<file path="src/rtl/instr_fetch_unit_if.sv">
// Instruction-memory request/response bus between the fetch unit (master)
// and the instruction memory (slave).
interface instr_fetch_unit_if;
  logic        imem_req;
  logic [31:0] imem_addr;
  logic        imem_ready;
  logic [31:0] imem_rdata;

  modport master (output imem_req, imem_addr, input imem_ready, imem_rdata);
  modport slave  (input imem_req, imem_addr, output imem_ready, imem_rdata);
endinterface

</file>
<file path="src/rtl/instr_fetch_unit.sv">
// MIPS instruction-fetch stage: owns the PC, runs the imem handshake, holds one
// instruction for the decoder with a 1-entry skid buffer, and accepts redirects.
module instr_fetch_unit #(
  parameter logic [31:0] RESET_PC = 32'h0040_0000,
  parameter logic [31:0] PC_STEP  = 32'd4
) (
  input  logic                      clk,
  input  logic                      rst_n,
  instr_fetch_unit_if.master        imem,
  input  logic                      stall,
  input  logic                      redirect_valid,
  input  logic [31:0]               redirect_pc,
  output logic                      if_valid,
  output logic [31:0]               if_instr,
  output logic [31:0]               if_pc,
  output logic [31:0]               if_pc4,
  output logic [5:0]                operation_front,
  output logic [4:0]                instruction25_21,
  output logic [4:0]                instruction20_16,
  output logic [5:0]                operation_code
);

  typedef enum logic [1:0] {IDLE, FETCH, HOLD, FLUSH} state_t;

  state_t      state, next_state;
  logic [31:0] pc, addr;
  logic [31:0] skid_instr, skid_pc;
  logic [31:0] target;
  logic        req;
  logic        take_word, to_skid, unskid, addr_from_pc, addr_from_target;

  assign target = redirect_pc & ~32'h3;

  // NOTE: sequential state uses non-blocking assignments so every flop samples
  // pre-edge values; blocking here would create order-dependent simulation.
  always_ff @(posedge clk or negedge rst_n) begin
    if (!rst_n) state <= IDLE;
    else        state <= next_state;
  end

  // NOTE: every combinational output gets a default first so no path through
  // the case statement can infer a latch.
  always_comb begin
    next_state = state;
    case (state)
      IDLE:  next_state = FETCH;
      FETCH: begin
        if (redirect_valid)
          next_state = imem.imem_ready ? FETCH : FLUSH;
        else if (imem.imem_ready && if_valid && stall)
          next_state = HOLD;
      end
      HOLD:  if (redirect_valid || !stall) next_state = FETCH;
      FLUSH: if (!redirect_valid && imem.imem_ready) next_state = FETCH;
      default: next_state = IDLE;
    endcase
  end

  always_comb begin
    req              = 1'b0;
    take_word        = 1'b0;
    to_skid          = 1'b0;
    unskid           = 1'b0;
    addr_from_pc     = 1'b0;
    addr_from_target = 1'b0;
    case (state)
      IDLE: begin
        if (redirect_valid) addr_from_target = 1'b1;
        else                addr_from_pc     = 1'b1;
      end
      FETCH: begin
        req = 1'b1;
        if (redirect_valid) begin
          // Without a response the old request stays outstanding, so the
          // address must not move until FLUSH sees it answered.
          addr_from_target = imem.imem_ready;
        end else if (imem.imem_ready) begin
          if (!if_valid || !stall) take_word = 1'b1;
          else                     to_skid   = 1'b1;
        end
      end
      HOLD: begin
        if (redirect_valid) begin
          addr_from_target = 1'b1;
        end else if (!stall) begin
          unskid       = 1'b1;
          addr_from_pc = 1'b1;
        end
      end
      FLUSH: begin
        req = 1'b1;
        if (!redirect_valid && imem.imem_ready) addr_from_pc = 1'b1;
      end
      default: ;
    endcase
  end

  // NOTE: the skid registers are reset along with the datapath; they are few
  // flops and a defined value keeps the outputs X-free after reset.
  always_ff @(posedge clk or negedge rst_n) begin
    if (!rst_n) begin
      pc         <= RESET_PC;
      addr       <= RESET_PC;
      if_valid   <= 1'b0;
      if_instr   <= '0;
      if_pc      <= '0;
      skid_instr <= '0;
      skid_pc    <= '0;
    end else begin
      if (redirect_valid)           pc <= target;
      else if (take_word || to_skid) pc <= addr + PC_STEP;

      if (addr_from_target)  addr <= target;
      else if (addr_from_pc) addr <= pc;
      else if (take_word)    addr <= addr + PC_STEP;

      if (redirect_valid)          if_valid <= 1'b0;
      else if (take_word || unskid) if_valid <= 1'b1;
      else if (if_valid && !stall)  if_valid <= 1'b0;

      if (take_word) begin
        if_instr <= imem.imem_rdata;
        if_pc    <= addr;
      end else if (unskid) begin
        if_instr <= skid_instr;
        if_pc    <= skid_pc;
      end

      if (to_skid) begin
        skid_instr <= imem.imem_rdata;
        skid_pc    <= addr;
      end
    end
  end

  assign imem.imem_req  = req;
  assign imem.imem_addr = addr;

  assign if_pc4           = if_pc + 32'd4;
  assign operation_front  = if_instr[31:26];
  assign instruction25_21 = if_instr[25:21];
  assign instruction20_16 = if_instr[20:16];
  assign operation_code   = if_instr[5:0];

endmodule
</file>
<file path="src/flat_wrapper.sv">
// flat-port wrapper written by rule: the top's interface ports become plain ports
module instr_fetch_unit_flat 
#(
  parameter logic [31:0] RESET_PC = 32'h0040_0000,
  parameter logic [31:0] PC_STEP  = 32'd4
)
  (clk, rst_n, stall, redirect_valid, redirect_pc, if_valid, if_instr, if_pc, if_pc4, operation_front, instruction25_21, instruction20_16, operation_code, imem_imem_req, imem_imem_addr, imem_imem_ready, imem_imem_rdata);
  instr_fetch_unit_if imem_i ();
  input  logic clk;
  input  logic rst_n;
  input  logic stall;
  input  logic redirect_valid;
  input  logic [31:0] redirect_pc;
  output logic if_valid;
  output logic [31:0] if_instr;
  output logic [31:0] if_pc;
  output logic [31:0] if_pc4;
  output logic [5:0] operation_front;
  output logic [4:0] instruction25_21;
  output logic [4:0] instruction20_16;
  output logic [5:0] operation_code;
  output wire logic [$bits(imem_i.imem_req)-1:0] imem_imem_req;
  output wire logic [$bits(imem_i.imem_addr)-1:0] imem_imem_addr;
  input wire logic [$bits(imem_i.imem_ready)-1:0] imem_imem_ready;
  input wire logic [$bits(imem_i.imem_rdata)-1:0] imem_imem_rdata;
  assign imem_imem_req = imem_i.imem_req;
  assign imem_imem_addr = imem_i.imem_addr;
  assign imem_i.imem_ready = imem_imem_ready;
  assign imem_i.imem_rdata = imem_imem_rdata;
  instr_fetch_unit #(.RESET_PC(RESET_PC), .PC_STEP(PC_STEP)) u_core (.clk(clk), .rst_n(rst_n), .imem(imem_i), .stall(stall), .redirect_valid(redirect_valid), .redirect_pc(redirect_pc), .if_valid(if_valid), .if_instr(if_instr), .if_pc(if_pc), .if_pc4(if_pc4), .operation_front(operation_front), .instruction25_21(instruction25_21), .instruction20_16(instruction20_16), .operation_code(operation_code));
endmodule
</file>
<file path="config.mk">
export PLATFORM = sky130hd
export DESIGN_NAME = instr_fetch_unit_flat
export DESIGN_NICKNAME = d
export VERILOG_FILES = /design/src/rtl/instr_fetch_unit_if.sv /design/src/rtl/instr_fetch_unit.sv /design/src/flat_wrapper.sv
export SDC_FILE = /design/constraint.sdc
export NUM_CORES = 1
export LEC_CHECK = 0
export CORE_MARGIN = 1
export CORE_UTILIZATION = 46
export DETAILED_ROUTE_END_ITERATION = 16
export PLACE_DENSITY = 0.77
export SKIP_CTS_REPAIR_TIMING = 1
export SYNTH_ARGS = -nofsm -noshare
export SYNTH_HDL_FRONTEND = slang
export SYNTH_SLANG_ARGS = --single-unit
</file>
<file path="constraint.sdc">
create_clock -name clk -period 2.4 [get_ports clk]
set_input_delay 0.72 -clock clk [delete_from_list [all_inputs] [get_ports clk]]
set_output_delay 0.72 -clock clk [all_outputs]
set_load 0.02 [all_outputs]
</file>
# Word level (Yosys, flattened, before mapping)
# Index checks and enable logic that the tools add are counted.
# Widths: inputs -> output; s select.
totals:
  register_bits: 195
  ram_bits: 0
  output_inout_bits: 152
  rom_bits: 0
  memories: 0
  inputBits: 69
  latch_bits: 0
op_classes:
  n_shift: 0
  n_lt_le_gt_ge: 0
  div_mod_pow: 0
  n_reduce_logical: 19
  mul: 0
  n_bitwise: 0
  n_addsub: 2
  n_eq_ne: 6
  muxes: 36
ops:
  columns: ["cell", "n"]
  rows:
  - ["$mux 32", 9]
  - ["$add 32x3->32 const B", 2]
  - ["$mux 1", 19]
  - ["$mux 2", 5]
  - ["$pmux 2 s4", 1]
  - ["$reduce_bool 3->1", 2]
  - ["$eq 2x2->1 const B", 2]
  - ["$logic_and 1x1->1", 4]
  - ["$logic_or 1x1->1", 4]
  - ["$ne 2x1->1 const B", 2]
  - ["$reduce_bool 2->1", 2]
  - ["$reduce_or 2->1", 2]
  - ["$logic_not 1->1", 3]
  - ["$ne 3x2->1 const B", 1]
  - ["$pmux 1 s3", 1]
  - ["$reduce_and 3->1", 1]
  - ["$eq 2x1->1 const B", 1]
  - ["$logic_not 2->1", 1]
  - ["$pmux 1 s2", 1]

# Longest topological paths before layout
# Gate-level depths: netlist (run 1).
depth:
  depth_word: 9
  mapped_depth: 7
  mapped_depth_nobuf: 6

# Worst setup path after synthesis (run 1)
# Ideal clock, no wire load.
synth_path:
  path_type: "register to output"
  startpoint: "register u_core.if_pc[2]"
  endpoint: "output if_pc4[28]"
  t_arrival_ns: 2.130
  setup_slack_ns: -0.450
  required_ns: 1.680
  path_stages_with_launch: 7
  path_buffers: 0
  cell_sequence: "dfrtp_1 > ha_1 > inv_1 > nor4_1 > nand4_1 > nor2b_1 > xor2_1"
synth_via:
  elab_chain_cells: 1
synth_lines:
  columns: ["element", "line_no", "text"]
  rows:
  - ["start, declared", "instr_fetch_unit.sv:15", "output logic [31:0] if_pc,"]
  - ["start signal, assigned", "instr_fetch_unit.sv:123", "if_pc <= addr;"]
  - ["start signal, assigned", "instr_fetch_unit.sv:126", "if_pc <= skid_pc;"]
  - ["$add 32x3->32", "instr_fetch_unit.sv:139", "assign if_pc4 = if_pc + 32'd4;"]
  - ["end, declared", "flat_wrapper.sv:17", "output logic [31:0] if_pc4;"]
# No other way between the ends.

# Worst setup path after layout (run 1)
layout_path:
  startpoint: "register u_core.if_pc[8]"
  endpoint: "output if_pc4[28]"
# The elaborated chain is that of the path after synthesis.

==> impl_metrics.ini, run 1 <==
[layout]
syn2layout_area_growth_pct = 41.35
drive_gt1_frac = 0.2588
nets = 1333
antenna_cells = 0

[sta]
finalHoldViolations = 0
fin_skew_ns = 0.01332
finalSetupViolations = 19
max_freq_ghz = 0.3334
timing.final.crit_share = 1.250
finalWorstSetupSlack_ns = -0.5997
max_slew_margin = 0.6659
slew_violations = 0
whs_ns = 0.2261
min_period_ns = 3.000
grt_setup_unrepaired = yes
worstMarginPinSlew_ns = 0.5011

[grt]
grt_pass1_vias = 8225
track_usage = 0.2567
grt_pass1_wl_mm = 44.45
antenna_found_initial = 0
grt_max_degree = 56
grt.overflow.total = 0

[place]
portBuffers = 218
place_congestion = 0.8384
dp_hpwl_mm = 19.98
pre_cts_slack_ns = -0.5993

[clocking]
cts_sinks = 195
cts_inserted_buffers = 17
cts.clk_slew.worst_paths_ns = 0.08
cts_tree = done
cts-root-buf = clkbuf_16
htreeDepth = 4
worstSkewPairLatency_ns = 0.45
clock_path_buffers = 2

[power]
power.density_nw_per_um2 = 810.5
comb_power_share = 0.360
clockPowerShare = 0.252
intPower_mw = 7.330
finalPower_mw = 11.42
p_leak_nw = 6.247
p_sw_mw = 4.089
swShare = 0.3581
power_frac_seq = 0.388
irDropWorstVdd_mv = 0.5824

[logic_synthesis]
async_flop_share = 1.000
avgSynthCellArea_um2 = 10.11
ys_seq_elements = 195
synth_top_cell_by_area = dfrtp_1
post-synth-top-count-cell = dfrtp_1
syn_nets = 1057
seq_area_frac_synth = 0.4898
synth_area_um2 = 9967
synthTopCellsByArea = dfrtp_1 48%, mux2_2 7.3%, nand2_1 6.0%
ys_warn_count = 0
synth_top_area_share = 0.4846
synthCells = 986
synthTopCellsByCount = 193 x dfrtp_1, 158 x nand2_1, 66 x o21ai_0
synthFlopType = dfrtp_1
synth_edf_count = 0
synth_cell_types = 57

[critical_path]
slowest_stage = dfrtp_2
critical_path_class = reg2out
critPathCaptureType = primary output
worstPathMaxFanout = 4
start_kind = flop
crit_path_frequent_cell = buf_6
required_ns = 1.68
slowest_delay_ns = 0.36
cp_data_arrival_time_ns = 2.28
crit_chain = nand4_1 > buf_6 > nor4_4 > buf_4 > nand4_1 > buf_6 > nor2b_4 > xor2_2 > buf_6

[detailed_routing]
viasPerCell = 5.670
drt_drc_violations_left = 0
ant_nets = 0
wirelength_mm = 28.52
dr.pass1.iters = 5
wl_per_cell_um = 18.40
vias = 8789
dr.first_iter.drc_count = 723

[floorplan]
start_util = 0.4712
die_h_um = 149.2
die-area_um2 = 22260
dieWidth_um = 149.2
core-area_um2 = 21150
num_rows = 53
ios = 221

[flow_run]
maxCapViolCount = 0

[min_path]
hold_class = in2async

[outcome]
violations = setup timing
status = finished with violations
==> sequential cells by signal (all words and copies together), names as in the netlist <==
name / flops
u_core.skid_instr: 32
u_core.if_pc: 32
u_core.imem.imem_addr: 32
u_core.if_instr: 32
u_core.if_valid: 1
u_core.pc: 32
u_core.state: 2
u_core.skid_pc: 32
==> power groups by stage <==
stage	Combinational (mW)	Clock (mW)	Sequential, mW
floorplan	1.59	0	4.89
global placement	4.01	0	4.43
detailed placement	4.08	0	4.47
CTS	4.11	2.90	4.41
global route	4.38	3.02	4.52
finish	4.11	2.88	4.43
==> final timing paths <==
path                            slack (ns)                       from  cells after the start                 end
worst max-delay path                 -0.60            u_core.if_pc[8]                      9          if_pc4[28]
worst min-delay path                  0.23                      rst_n                      1        u_core.pc[4]
worst max register to register        0.27  u_core.imem.imem_addr[22]                      5       u_core.pc[30]
worst min register to register        0.48         u_core.if_instr[9]                      2  u_core.if_instr[9]
max in group asynchronous             1.49                      rst_n                      2       u_core.pc[22]
min in group clk                      0.48         u_core.if_instr[9]                      2  u_core.if_instr[9]
==> cells in the final DEF, fill, tap and decap left out, drive strengths merged, types with 4 or more instances in the layout <==
master and count:
o21ai 69, nand4 15, nor4 8, a32oi 5, xnor2 33, dlymetal6s2s 10, o221ai 6, and2 5
a22oi 47, nor2b 7, and4 5, nand2 158, buf 156, a22o 13, a21oi 35, dfrtp 193
a31oi 9, clkbuf 20, clkinv 6, mux2 65, o22a 4, nor3 17, o31ai 5, nor2 31
nor3b 8, o21a 6, and3 7, nand3 24, clkdlybuf4s50 180, a2bb2oi 12, xor2 21, inv 23
mux2i 41
==> metrics by stage <==
stage / utilization / cells / area (um2) / setup TNS, ns
6_report: 0.6660 / 1550 / 14090 / -7.728
5_1_grt: 0.6660 / 1550 / 14090 / -9.642
4_1_cts: 0.6546 / 1541 / 13850 / -21.55
3_5_place_dp: 0.6262 / 1509 / 13250 / -27.78
3_3_place_gp: 0.6262 / 1509 / 13250 / -20.21
2_1_floorplan: - / 986 / 10090 / -0.5263
==> logic make-up (layout without fill, tap and decap cells) <==
| kind of cell | after synthesis | in the layout | share of synthesized area |
|---|---|---|---|
| buffers and inverters | 107 | 396 | 0.05272 |
| DFF | 195 | 195 | 0.4898 |
| muxes | 106 | 106 | 0.1146 |
| AOI/OAI and AO/OA | 229 | 229 | 0.1534 |
| and+or+nand+nor | 293 | 293 | 0.1395 |
| adders and majority gates | 2 | 2 | 0.002510 |
| xor gates and xnor gates | 54 | 54 | 0.04745 |
==> critical path, delay by kind of cell (launching register included) <==
| kind | cells | cell delay, ns |
|---|---|---|
| simple gates | 4 | 0.70 |
| flops | 1 | 0.36 |
| buf+inv | 4 | 0.63 |
| xor+xnor | 1 | 0.14 |
==> layer usage <==
metal  share of wire  GRT usage
met5               0          0
met4           0.027     0.1041
met3           0.061    0.03914
met2            0.48     0.4072
met1            0.43     0.3519
==> area by class of cell <==
type / count / area [um2]
Sequential cell: 195 / 4903
Fill cell: 1585 / 7066
Timing Repair Buffer: 349 / 3333
Inverter: 15 / 56.30
Clock buffer: 17 / 425.4
Tap cell: 275 / 344.1
Clock inverter: 15 / 175.2
Multi-Input combinational cell: 684 / 4851
Note: power is estimated with default switching activity, not from simulation.
==> run 2: changes to the inputs <==
--- a/config.mk
+++ b/config.mk
@@ -5,6 +5,7 @@
 export SDC_FILE = /design/constraint.sdc
 export NUM_CORES = 1
 export LEC_CHECK = 0
+export ABC_CLOCK_PERIOD_IN_PS = 2400
 export CORE_MARGIN = 1
 export CORE_UTILIZATION = 46
 export DETAILED_ROUTE_END_ITERATION = 16
==> results of run 2 <==
No change in the layout: final DEF, timing and power equal those of run 1.
==> run 3: changes to the inputs <==
--- a/config.mk
+++ b/config.mk
@@ -5,12 +5,14 @@
 export SDC_FILE = /design/constraint.sdc
 export NUM_CORES = 1
 export LEC_CHECK = 0
+export ABC_AREA = 1
 export ABC_CLOCK_PERIOD_IN_PS = 2400
 export CORE_MARGIN = 1
-export CORE_UTILIZATION = 46
+export CORE_UTILIZATION = 47
 export DETAILED_ROUTE_END_ITERATION = 16
-export PLACE_DENSITY = 0.77
+export PLACE_DENSITY = 0.78
 export SKIP_CTS_REPAIR_TIMING = 1
+export SLEW_MARGIN = 5
 export SYNTH_ARGS = -nofsm -noshare
 export SYNTH_HDL_FRONTEND = slang
 export SYNTH_SLANG_ARGS = --single-unit
==> run 3 against run 2 <==
Net effect:
- the flow still finishes with violations (setup timing)
- power increased by 61%
- worst hold slack lost 0.10 ns
- first-iteration DRC count grew 45%
==> impl_metrics.ini, run 3 <==
[clocking]
cts_sinks = 195
cts_tree = done
cts-root-buf = clkbuf_16
clock_path_buffers = 2
worstSkewPairLatency_ns = 0.44
cts_inserted_buffers = 17
cts.clk_slew.worst_paths_ns = 0.09
htreeDepth = 4

[min_path]
hold_class = in2async

[floorplan]
ios = 221
die_h_um = 149.4
core-area_um2 = 21150
num_rows = 53
start_util = 0.4826
dieWidth_um = 149.4
die-area_um2 = 22320

[sta]
slew_violations = 0
tns_ns = -8.642
min_period_ns = 2.956
grt_setup_unrepaired = yes
fin_skew_ns = 0.01200
finalWorstSetupSlack_ns = -0.5560
max_freq_ghz = 0.3383
worstMarginPinSlew_ns = 0.5390
finalSetupViolations = 25
finalHoldViolations = 0
timing.final.crit_share = 1.232
max_slew_margin = 0.6407

[logic_synthesis]
async_flop_share = 1.000
synth_edf_count = 0
avgSynthCellArea_um2 = 7.442
seq_area_frac_synth = 0.4782
synthTopCellsByArea = dfrtp_1 47%, nand2_1 20%, nor2_1 4.3%
synth_cell_types = 31
syn_nets = 1443
synth_top_area_share = 0.4730
synth_top_cell_by_area = dfrtp_1
ys_warn_count = 0
synthTopCellsByCount = 537 x nand2_1, 193 x dfrtp_1, 118 x nor2_1
synthFlopType = dfrtp_1
post-synth-top-count-cell = nand2_1
ys_seq_elements = 195
synthCells = 1372
synth_area_um2 = 10210

[power]
p_leak_nw = 7.040
power.density_nw_per_um2 = 1278
power_frac_seq = 0.308
intPower_mw = 10.23
p_sw_mw = 8.138
clockPowerShare = 0.156
swShare = 0.4430
irDropWorstVdd_mv = 0.5765
comb_power_share = 0.535
finalPower_mw = 18.37

[grt]
grt_max_degree = 89
grt.overflow.total = 0
antenna_found_initial = 0
grt_pass1_wl_mm = 49.67
grt_pass1_vias = 9623
track_usage = 0.2885

[flow_run]
maxCapViolCount = 0

[critical_path]
r2r_end = u_core.imem.imem_addr[24]
critPathCaptureType = primary output
crit_path_frequent_cell = nor2_4
critical_path_class = reg2out
reg2reg_slack_ns = 0.42
startpoint = u_core.if_pc[3]
r2r_start = u_core.imem.imem_addr[3]
cp-endpoint = if_pc4[24]
slowest_stage = dfrtp_2
worst-path-stages = 9
required_ns = 1.68
start_kind = flop
cp_data_arrival_time_ns = 2.24
cp_top_family = simple AND/OR/NAND/NOR gates
r2r_cells = 9
crit_buf_inv = 1
slowest_delay_ns = 0.40
crit_chain = ha_4 > nand3_4 > nor2_4 > nand2_2 > nor2_4 > nand3_1 > nor2_2 > xor2_2 > clkbuf_2
worstPathMaxFanout = 3

[place]
pre_cts_slack_ns = -0.5015
place_congestion = 0.9427
dpl_cell_area_um2 = 13380
dp_hpwl_mm = 23.69
dp.cells = 1893
portBuffers = 218

[layout]
stdcell_area_um2 = 14380
nets = 1721
layout_commonest_cell = nand2_1
layoutNonFillerInstCount = 1938
final_cell_mix = 522 x nand2_1, 181 x dfrtp_1, 180 x clkdlybuf4s50_1
syn2layout_area_growth_pct = 40.82
drive_gt1_frac = 0.1648
antenna_cells = 0

[detailed_routing]
dr.first_iter.drc_count = 1045
dr.pass1.iters = 5
wirelength_mm = 33.42
wl_per_cell_um = 17.24
viasPerCell = 5.356
ant_nets = 0
drt_drc_violations_left = 0
vias = 10380

[outcome]
violations = setup timing
status = finished with violations
-- run 3: cell types whose count changed after synthesis, moves of 16 or more --
cell	previous run	this run
a22oi_1	47	26
clkbuf_1	41	25
inv_1	15	106
mux2_2	65	0
mux2i_1	41	0
nand2_1	158	537
nand3_1	23	69
nor2_1	31	118
o211ai_1	0	23
o22ai_1	0	22
xnor2_1	33	1
-- run 3: layout make-up --
class | instances | area [um2]
Fill cell | 1594 | 6777
Sequential cell | 195 | 4897
Multi-Input combinational cell | 979 | 4761
Timing Repair Buffer | 342 | 3333
Inverter | 115 | 434.2
Clock buffer | 17 | 425.4
Tap cell | 275 | 344.1
Clock inverter | 15 | 182.7
-- run 3: worst min path at each step --
stage                                    start              endpoint  depth (start not counted)
after floorplan                          rst_n    u_core.if_instr[0]                          0
after global placement    u_core.skid_instr[0]  u_core.skid_instr[0]                          2
after detailed placement   u_core.if_instr[14]   u_core.if_instr[14]                          2
after CTS                                rst_n         u_core.pc[23]                          1
after global routing                     rst_n         u_core.pc[23]                          1
final                                    rst_n         u_core.pc[23]                          1
-- run 3: logic make-up after synthesis --
logic type	count (synthesis)	synth area share
xor+xnor	36	0.03088
fa+ha+maj	2	0.002451
buf+inv	198	0.08725
flops	195	0.4782
compound gates	174	0.1001
simple gates	767	0.3011
-- run 3: metrics by stage --
stage          hold slack [ns]  utilization
6_report                0.1239       0.6797
5_1_grt                 0.1163       0.6797
4_1_cts                 0.1153       0.6612
3_5_place_dp            0.4655       0.6325
3_3_place_gp            0.4615       0.6325
2_1_floorplan           0.4244            -
-- run 3: power by group through the flow --
stage	logic (mW)	registers (mW)	clock network [mW]
floorplan	3.89	6.39	0
global placement	9.23	5.55	0
detailed placement	9.38	5.61	0
CTS	9.44	5.56	2.89
global route	10.5	5.79	3.02
finish	9.84	5.66	2.87
-- run 3: routing by layer --
layer / vias up / wire length [um] / GRT usage
li1: 4893 / - / -
met2: 552 / 15710 / 0.4662
met1: 4862 / 13800 / 0.3879
met3: 73 / 2972 / 0.05566
met5: - / 0 / 0
met4: 0 / 937 / 0.09592
